File: config.mk
export PLATFORM = sky130hd
export DESIGN_NAME = fma_issue_arbiter_flat
export DESIGN_NICKNAME = d
export VERILOG_FILES = /design/src/rtl/fma_issue_arbiter_if.sv /design/src/rtl/fma_issue_arbiter.sv /design/src/flat_wrapper.sv
export SDC_FILE = /design/constraint.sdc
export NUM_CORES = 1
export LEC_CHECK = 0
export CAP_MARGIN = 20
export CORE_AREA = 2 2 141 143
export CTS_CLUSTER_SIZE = 14
export DETAILED_ROUTE_END_ITERATION = 10
export DIE_AREA = 0 0 143 145
export SLEW_MARGIN = 20
export SYNTH_ARGS = -nofsm -noshare
export SYNTH_HDL_FRONTEND = slang
export SYNTH_SLANG_ARGS = --single-unit
File: constraint.sdc
create_clock -name clk -period 1.7 [get_ports clk]
set_input_delay 0.425 -clock clk [delete_from_list [all_inputs] [get_ports clk]]
set_output_delay 0.425 -clock clk [all_outputs]
set_load 0.01 [all_outputs]
File: src/rtl/fma_issue_arbiter_if.sv
// Requester/FMA bus between the issue arbiter and its users: request operands, FMA port, responses.
// Master is the requester+FMA side; slave is the arbiter.
interface fma_issue_arbiter_if #(
    parameter int NUM_REQ = 2
);
    logic [NUM_REQ-1:0]    req_valid;
    logic [NUM_REQ-1:0]    req_ready;
    logic [NUM_REQ*32-1:0] req_a;
    logic [NUM_REQ*32-1:0] req_b;
    logic [NUM_REQ*32-1:0] req_c;
    logic [31:0]           fma_a;
    logic [31:0]           fma_b;
    logic [31:0]           fma_c;
    logic [31:0]           fma_d;
    logic [NUM_REQ-1:0]    rsp_valid;
    logic [31:0]           rsp_d;

    modport master (
        output req_valid, req_a, req_b, req_c, fma_d,
        input  req_ready, fma_a, fma_b, fma_c, rsp_valid, rsp_d
    );

    modport slave (
        input  req_valid, req_a, req_b, req_c, fma_d,
        output req_ready, fma_a, fma_b, fma_c, rsp_valid, rsp_d
    );
endinterface

File: src/rtl/fma_issue_arbiter.sv
// Shares one pipelined FMA among NUM_REQ requesters; round-robin, or fixed priority with FMA_ARB_FIXED_PRI_EN.
// Latency: grant is combinational; the response appears LATENCY cycles after the handshake.
// Backpressure: requesters hold until granted; responses cannot be stalled; drain_req stops issue.
module fma_issue_arbiter #(
    parameter int NUM_REQ = 2,
    parameter int LATENCY = 5
) (
    input  logic                  clk,
    input  logic                  rst,
    input  logic                  drain_req,
    output logic                  drain_done,
    output logic                  busy,
    fma_issue_arbiter_if.slave    bus
);
    localparam int IDW = (NUM_REQ > 1) ? $clog2(NUM_REQ) : 1;

    typedef enum logic [1:0] {RUN, DRAIN, HALT} state_t;

    state_t               state_q, state_d;
    logic                 grant_en;
    logic                 gnt_vld;
    logic [IDW-1:0]       gnt_id;
    logic [LATENCY-1:0]   tag_vld;
    logic [IDW-1:0]       tag_id [LATENCY];

    // Reset is folded in so that every output reads zero while rst is low.
    assign grant_en = (state_q == RUN) && rst;

`ifdef FMA_ARB_FIXED_PRI_EN
    always_comb begin
        gnt_vld = 1'b0;
        gnt_id  = '0;
        for (int k = NUM_REQ - 1; k >= 0; k--) begin
            if (grant_en && bus.req_valid[k]) begin
                gnt_vld = 1'b1;
                gnt_id  = IDW'(k);
            end
        end
    end
`else
    logic [IDW-1:0] ptr;

    function automatic logic [IDW-1:0] wrap_add(input logic [IDW-1:0] base, input int step);
        int sum;
        sum = int'(base) + step;
        if (sum >= NUM_REQ) sum = sum - NUM_REQ;
        return IDW'(sum);
    endfunction

    // Walk downward so the candidate closest to ptr is the last one written.
    always_comb begin
        gnt_vld = 1'b0;
        gnt_id  = '0;
        for (int k = NUM_REQ - 1; k >= 0; k--) begin
            if (grant_en && bus.req_valid[wrap_add(ptr, k)]) begin
                gnt_vld = 1'b1;
                gnt_id  = wrap_add(ptr, k);
            end
        end
    end

    always_ff @(posedge clk or negedge rst) begin
        if (!rst) begin
            ptr <= '0;
        end else if (gnt_vld) begin
            ptr <= wrap_add(gnt_id, 1);
        end
    end
`endif

    always_comb begin
        bus.req_ready = '0;
        if (gnt_vld) bus.req_ready[gnt_id] = 1'b1;
    end

    assign bus.fma_a = gnt_vld ? bus.req_a[32*gnt_id +: 32] : 32'h0;
    assign bus.fma_b = gnt_vld ? bus.req_b[32*gnt_id +: 32] : 32'h0;
    assign bus.fma_c = gnt_vld ? bus.req_c[32*gnt_id +: 32] : 32'h0;

    // Owner tags travel alongside the FMA pipeline, one entry per FMA stage.
    always_ff @(posedge clk or negedge rst) begin
        if (!rst) begin
            tag_vld <= '0;
            for (int k = 0; k < LATENCY; k++) tag_id[k] <= '0;
        end else begin
            tag_vld[0] <= gnt_vld;
            tag_id[0]  <= gnt_id;
            for (int k = 1; k < LATENCY; k++) begin
                tag_vld[k] <= tag_vld[k-1];
                tag_id[k]  <= tag_id[k-1];
            end
        end
    end

    assign busy = |tag_vld;

    always_comb begin
        bus.rsp_valid = '0;
        for (int i = 0; i < NUM_REQ; i++) begin
            bus.rsp_valid[i] = tag_vld[LATENCY-1] && (tag_id[LATENCY-1] == IDW'(i));
        end
    end

    assign bus.rsp_d = rst ? bus.fma_d : 32'h0;

    always_ff @(posedge clk or negedge rst) begin
        if (!rst) state_q <= RUN;
        else      state_q <= state_d;
    end

    always_comb begin
        state_d = state_q;
        case (state_q)
            RUN:     if (drain_req) state_d = DRAIN;
            DRAIN: begin
                if (!drain_req) state_d = RUN;
                else if (!busy) state_d = HALT;
            end
            HALT:    if (!drain_req) state_d = RUN;
            default: state_d = RUN;
        endcase
    end

    assign drain_done = (state_q == HALT);
endmodule

File: src/flat_wrapper.sv
// flat-port wrapper written by rule: the top's interface ports become plain ports
module fma_issue_arbiter_flat 
#(
    parameter int NUM_REQ = 2,
    parameter int LATENCY = 5
)
  (clk, rst, drain_req, drain_done, busy, bus_req_valid, bus_req_a, bus_req_b, bus_req_c, bus_fma_d, bus_req_ready, bus_fma_a, bus_fma_b, bus_fma_c, bus_rsp_valid, bus_rsp_d);
  fma_issue_arbiter_if #(.NUM_REQ(NUM_REQ)) bus_i ();
  input  logic clk;
  input  logic rst;
  input  logic drain_req;
  output logic drain_done;
  output logic busy;
  input wire logic [$bits(bus_i.req_valid)-1:0] bus_req_valid;
  input wire logic [$bits(bus_i.req_a)-1:0] bus_req_a;
  input wire logic [$bits(bus_i.req_b)-1:0] bus_req_b;
  input wire logic [$bits(bus_i.req_c)-1:0] bus_req_c;
  input wire logic [$bits(bus_i.fma_d)-1:0] bus_fma_d;
  output wire logic [$bits(bus_i.req_ready)-1:0] bus_req_ready;
  output wire logic [$bits(bus_i.fma_a)-1:0] bus_fma_a;
  output wire logic [$bits(bus_i.fma_b)-1:0] bus_fma_b;
  output wire logic [$bits(bus_i.fma_c)-1:0] bus_fma_c;
  output wire logic [$bits(bus_i.rsp_valid)-1:0] bus_rsp_valid;
  output wire logic [$bits(bus_i.rsp_d)-1:0] bus_rsp_d;
  assign bus_i.req_valid = bus_req_valid;
  assign bus_i.req_a = bus_req_a;
  assign bus_i.req_b = bus_req_b;
  assign bus_i.req_c = bus_req_c;
  assign bus_i.fma_d = bus_fma_d;
  assign bus_req_ready = bus_i.req_ready;
  assign bus_fma_a = bus_i.fma_a;
  assign bus_fma_b = bus_i.fma_b;
  assign bus_fma_c = bus_i.fma_c;
  assign bus_rsp_valid = bus_i.rsp_valid;
  assign bus_rsp_d = bus_i.rsp_d;
  fma_issue_arbiter #(.NUM_REQ(NUM_REQ), .LATENCY(LATENCY)) u_core (.clk(clk), .rst(rst), .drain_req(drain_req), .drain_done(drain_done), .busy(busy), .bus(bus_i));
endmodule
=== Yosys cells after proc, flatten, opt, wreduce, memory -nomap -nowiden ===
Index checks and enable logic that the tools add are counted.

* Divide/modulo/power cells: 0
* Eq/ne operators: 5
* Add/sub/neg operators: 5
* Muxes and demuxes: 23
* Shifts and indexed selects: 3
* Bitwise gates (word level): 1
* Magnitude comparators: 7
* $mul: 0
* Reduce and logical (&&, ||, !) cells: 9

{| class="wikitable"
|+ Operators with widths
! cell !! count
|-
| $shiftx A64 B7 Y32 || 3
|-
| $mux W32 || 4
|-
| $mux W1 || 12
|-
| $mux W2 || 5
|-
| $logic_and A1 B1 Y1 || 6
|-
| $lt A1 B2 Y1 const B || 3
|-
| $pmux W2 S3 || 1
|-
| $reduce_or A5 Y1 || 1
|-
| $add A1 B1 Y2 const B || 2
|-
| $ge A2 B2 Y1 const B || 2
|-
| $ne A2 B2 Y1 const B || 2
|-
| $ne A3 B3 Y1 const B || 1
|-
| $reduce_and A3 Y1 || 1
|-
| $sub A1 B1 Y1 const B || 3
|-
| $eq A2 B1 Y1 const B || 1
|-
| $eq A2 B2 Y1 const B || 1
|-
| $ge A1 B2 Y1 const B || 1
|-
| $logic_not A2 Y1 || 1
|-
| $demux W1 S1 || 1
|-
| $ge A1 B1 Y1 const B || 1
|-
| $not A1 Y1 || 1
|}

* Logic and storage cells: 61
* Bits in latches: 0
* Register bits after elaboration: 13
* Memories: 0
* RAM bits: 0
* Bits of input ports: 229
* Output and inout port bits: 134
* ROM bits: 0

=== Logic depth before layout (Yosys ltp) ===
* Depth after elaboration: 13
* Mapped depth: 6
* Gate-level depth less buffers: 3

=== Worst setup path after synthesis ===
OpenSTA, ideal clock, no wires.

* Kind: register -> output
* From: reg u_core.state_q[1]
* To: out bus_fma_a[0]
* Required time: 1,275 ps
* Path buffers: 3
* Path slack: -101 ps
* Cell stages (with the launch flop): 7
* Arrival: 1,376 ps
* Cells stage by stage: dfrtp_1 > nor3b_4 > and3_1 > buf_4 > buf_6 > buf_6 > a22o_1

* Cells in the longest elaborated chain, start to end: 7
* Elaborated cells between the ends (all ways): 10
* Classes of those cells: shift (1); mux (5); reduce/logical (4)

{| class="wikitable"
|+ Ends and longest elaborated chain
! item !! line !! text
|-
| from (decl) || fma_issue_arbiter.sv:19 || <nowiki>state_t state_q, state_d;</nowiki>
|-
| from (signal assigned) || fma_issue_arbiter.sv:108 || <nowiki>else state_q <= state_d;</nowiki>
|-
| $logic_not A2 Y1 * || fma_issue_arbiter.sv:27 || <nowiki>assign grant_en = (state_q == RUN) && rst;</nowiki>
|-
| $logic_and A1 B1 Y1 * || fma_issue_arbiter.sv:27 ||
|-
| $logic_and A1 B1 Y1 || fma_issue_arbiter.sv:55 || <nowiki>if (grant_en && bus.req_valid[wrap_add(ptr, k)]) begin</nowiki>
|-
| $mux W1 (2 in a row) || fma_issue_arbiter.sv:55 ||
|-
| $shiftx A64 B7 Y32 || fma_issue_arbiter.sv:76 || <nowiki>assign bus.fma_a = gnt_vld ? bus.req_a[32*gnt_id +: 32] : 32'h0;</nowiki>
|-
| $mux W32 * || fma_issue_arbiter.sv:76 ||
|-
| to (decl) || flat_wrapper.sv:20 || <nowiki>output wire logic [$bits(bus_i.fma_a)-1:0] bus_fma_a;</nowiki>
|}

Every way passes the cells marked *; elsewhere a longest branch is shown, timed or not.

=== Worst setup path after layout ===
* From: reg u_core.ptr
* To: out bus_fma_a[26]

* Cells in the longest elaborated chain, start to end: 10
* Elaborated cells between the ends (all ways): 19
* Classes of those cells: add/sub (3); order compare (2); shift (1); mux (11); reduce/logical (2)

{| class="wikitable"
|+ Ends and longest elaborated chain
! item !! line !! text
|-
| from (decl) || fma_issue_arbiter.sv:41 || <nowiki>logic [IDW-1:0] ptr;</nowiki>
|-
| from (signal assigned) || fma_issue_arbiter.sv:66 || <nowiki>ptr <= wrap_add(gnt_id, 1);</nowiki>
|-
| $add A1 B1 Y2 || fma_issue_arbiter.sv:45 || <nowiki>sum = int'(base) + step;</nowiki>
|-
| $ge A2 B2 Y1 / $sub A1 B1 Y1 (equally long branches) || fma_issue_arbiter.sv:46 || <nowiki>if (sum >= NUM_REQ) sum = sum - NUM_REQ;</nowiki>
|-
| $mux W1 || fma_issue_arbiter.sv:46 ||
|-
| $mux W1 (not written as such) (2 in a row) || fma_issue_arbiter.sv:55 ||
|-
| $logic_and A1 B1 Y1 || fma_issue_arbiter.sv:55 ||
|-
| $mux W1 (2 in a row) || fma_issue_arbiter.sv:55 ||
|-
| $shiftx A64 B7 Y32 || fma_issue_arbiter.sv:76 ||
|-
| $mux W32 * || fma_issue_arbiter.sv:76 ||
|}

Every way passes the cells marked *; elsewhere a longest branch is shown, timed or not. The select of a mux whose other input is x is not followed.

==> results_dict.tcl <==
set metrics [dict create \
    status "finished, violations left" \
    violations "negative setup slack" \
    synth_flop_cell "dfrtp_1" \
    setup_viol 98 \
    numCtsBuffers 3 \
    synthCells 186 \
    finalCriticalPeriod_ps 2420 \
    slew_violations 0 \
    grt_max_degree 25 \
    die_h_um 145 \
    switching_share_pct 30.5 \
    cts_tree "built" \
    reg2reg_from "u_core.state_q[1]" \
    die_x_um 143 \
    syn-num-nets 415 \
    synth.avg_cell_area_sq_um 8.97 \
    yosysTopAreaCellShare_pct 50.4 \
    grt_usage_pct 12.9 \
    gp_congestion 0.763 \
    fmaxAchievable_ghz 0.413 \
    dieArea_sq_mm 0.0207 \
    path_max_fanout 5 \
    critPathKind "reg2out" \
    yosysUniqueCellTypes 20 \
    synthArstFlopShare_pct 100 \
    drc_errors 0 \
    rsz0062_at_grt "yes" \
    vdd_ir_drop_max_mv 0.305 \
    first_global_vias 3357 \
    cts.sinks 13 \
    timing.rr.end "u_core.tag_id[4]" \
    hpwl_mm 9.45 \
    drive_gt1_share_pct 31.7 \
    ff2ff_path_depth 7 \
    grt_overflow 0 \
    end_kind "output pin" \
    cp_slowest_cell "dfrtp_1" \
    p_seq_share_pct 12.9 \
    rows 51 \
    n_antenna_cell 0 \
    drt_pass1_iterations 4 \
    cpPeakStageDelay_ps 390 \
    power_mw 2.93 \
    combPwrFrac_pct 72.5 \
    setup_slack_ps -719 \
    clkLatencyLatePin_ps 240 \
    fin_crit_sh_pct 142 \
    dp.cells 802 \
    critPathArrivalTime_ps 1990 \
    worstPathRequired_ps 1270 \
    yosys.area.top_type "a22o_1" \
    p_sw_mw 0.893 \
    ys_seq_area_share_pct 19.5 \
    hold_path_class "in2async" \
    port_buffers 362 \
    cap_violations 0 \
    synthToLayoutAreaGrowth_pct 286 \
    viasPerCell 3.78 \
    nets 838 \
    grt_pass1_wl_mm 20.4 \
    relSlewSlack_pct 84.6 \
    synth_edf_count 0 \
    worst_slew_pin_slew_ps 230 \
    antenna_left 0 \
    p_int_mw 2.04 \
    path_cells "nand2b_1 -> and3_4 -> buf_12 -> buf_12 -> buf_8 -> buf_16 -> buf_12 -> a22o_1 -> buf_2" \
    synth_common_cells "a22o_1, and2_1, dfrtp_1" \
    synth_area_sq_mm 0.00167 \
    coreArea_sq_mm 0.0192 \
    fin_cells 873 \
    routedWlPerCell_um 17.2 \
    leakagePower_nw 3.21 \
    skew_ps 1.88 \
    clockBufferDepth 2 \
    htree_levels 1 \
    cts.clk_slew.worst_paths_ps 40 \
    start_util_pct 8.69 \
    drt_iter0_drc 122 \
    r2r_slack_ps 180 \
    ys_warn_count 0 \
    p_per_area_mw_per_mm2 455 \
    io_pins 363 \
    p_clk_share_pct 14.7 \
    startpoint_type "flop" \
    cpMostUsedCell "buf_12" \
    antenna_found_initial 0 \
    wl_mm 15.0 \
    synth-seq-cells 13 \
    cts_root_buf "clkbuf_16" \
    vias 3304 \
    n_fill_cell 1998 \
    synth.most_common_cell "a22o_1" \
    synth.area.top_cells "a22o_1, dfrtp_1, and2_1, buf_6, buf_2" \
    finalHoldViolCount 0 \
]
==> how the worst max path moves through the flow <==
stage / startpoint / to / slack (ps) / depth (start not counted)
after floorplan: u_core.state_q[0] / bus_fma_a[0] / -100 / 6
after global placement: rst / bus_fma_b[2] / -1230 / 6
after detailed placement: rst / bus_fma_b[2] / -1230 / 6
after CTS: u_core.state_q[0] / bus_fma_a[26] / -810 / 9
after global routing: u_core.state_q[1] / bus_fma_a[26] / -810 / 9
final: u_core.ptr / bus_fma_a[26] / -720 / 9
==> through the flow <==
step | cell area, sq um | TNS [ps] | util, % | setup WS (ps) | hold WS, ps
CTS | 6270 | -65360 | 32.6 | -813 | 197
global placement | 5610 | -134130 | 29.2 | -1230 | 333
finish | 6440 | -54310 | 33.5 | -719 | 191
detailed placement | 5610 | -133280 | 29.2 | -1230 | 335
global route | 6440 | -64890 | 33.5 | -815 | 194
floorplan | 1670 | -5750 | - | -99.6 | 129
==> critical path, delay by kind of cell (launching register included) <==
| family | cells | cell delay (ps) |
|---|---|---|
| buffers and inverters | 6 | 760 |
| DFF | 1 | 390 |
| and+or+nand+nor | 2 | 390 |
| AOI/OAI and AO/OA | 1 | 220 |
==> power by group through the flow <==
stage                     clock network, mW  logic (mW)  registers [mW]
after global routing                  0.462        2.25           0.382
final                                 0.430        2.12           0.376
after CTS                             0.444        2.07           0.377
after detailed placement                  0        1.75           0.377
after floorplan                           0       0.583           0.376
after global placement                    0        1.75           0.377
==> flip-flops by register name (all words and copies together), names as in the netlist <==
signal	count
u_core.tag_id	5
u_core.state_q	2
u_core.ptr	1
u_core.tag_vld	5
==> layout by cell type (no fill, tap or decap), types with 5 or more instances in the layout <==
cell type | netlist | layout
dlygate4sd2_1 | 0 | 8
clkdlybuf4s50_1 | 0 | 225
buf_12 | 0 | 18
buf_8 | 0 | 6
buf_6 | 8 | 33
dfrtp_1 | 13 | 13
buf_2 | 12 | 89
dlymetal6s2s_1 | 0 | 23
buf_16 | 0 | 11
clkbuf_2 | 0 | 5
clkbuf_16 | 0 | 7
and2_1 | 33 | 33
a22o_1 | 96 | 94
buf_4 | 2 | 16
==> area by class of cell <==
| type | instances | area, sq um | area share [%] |
|---|---|---|---|
| clock buffers | 4 | 78.8 | 1.22 |
| inverters | 2 | 7.51 | 0.117 |
| multi-input cells | 146 | 1200 | 18.6 |
| flip-flops and latches | 13 | 325 | 5.05 |
| well taps | 265 | 332 | 5.15 |
| repair buffers | 443 | 4500 | 69.9 |
==> cell families (layout without fill, tap and decap cells) <==
family / Yosys count / after routing / synth area share [%]
flops: 13 / 13 / 19.5
compound gates: 101 / 101 / 52.5
simple gates: 45 / 45 / 16.9
buf+inv: 27 / 449 / 11.0
==> layer usage <==
layer	global-route usage [%]	up-vias	wire length, um
met1	14.8	1526	5690
met2	25.0	178	8150
met3	2.18	6	1070
li1	-	1594	-
met5	0	-	0
met4	2.23	0	116
==> timing repair <==
item / CTS / global route
resized for setup: 451 / 73
pin swaps: 14 / 40
endpoints found under the setup margin: 134 / 129
gates cloned: 17 / 4
hold buffers: 0 / 0
setup buffers: 42 / 18
Power figures use the tool's default switching activity.
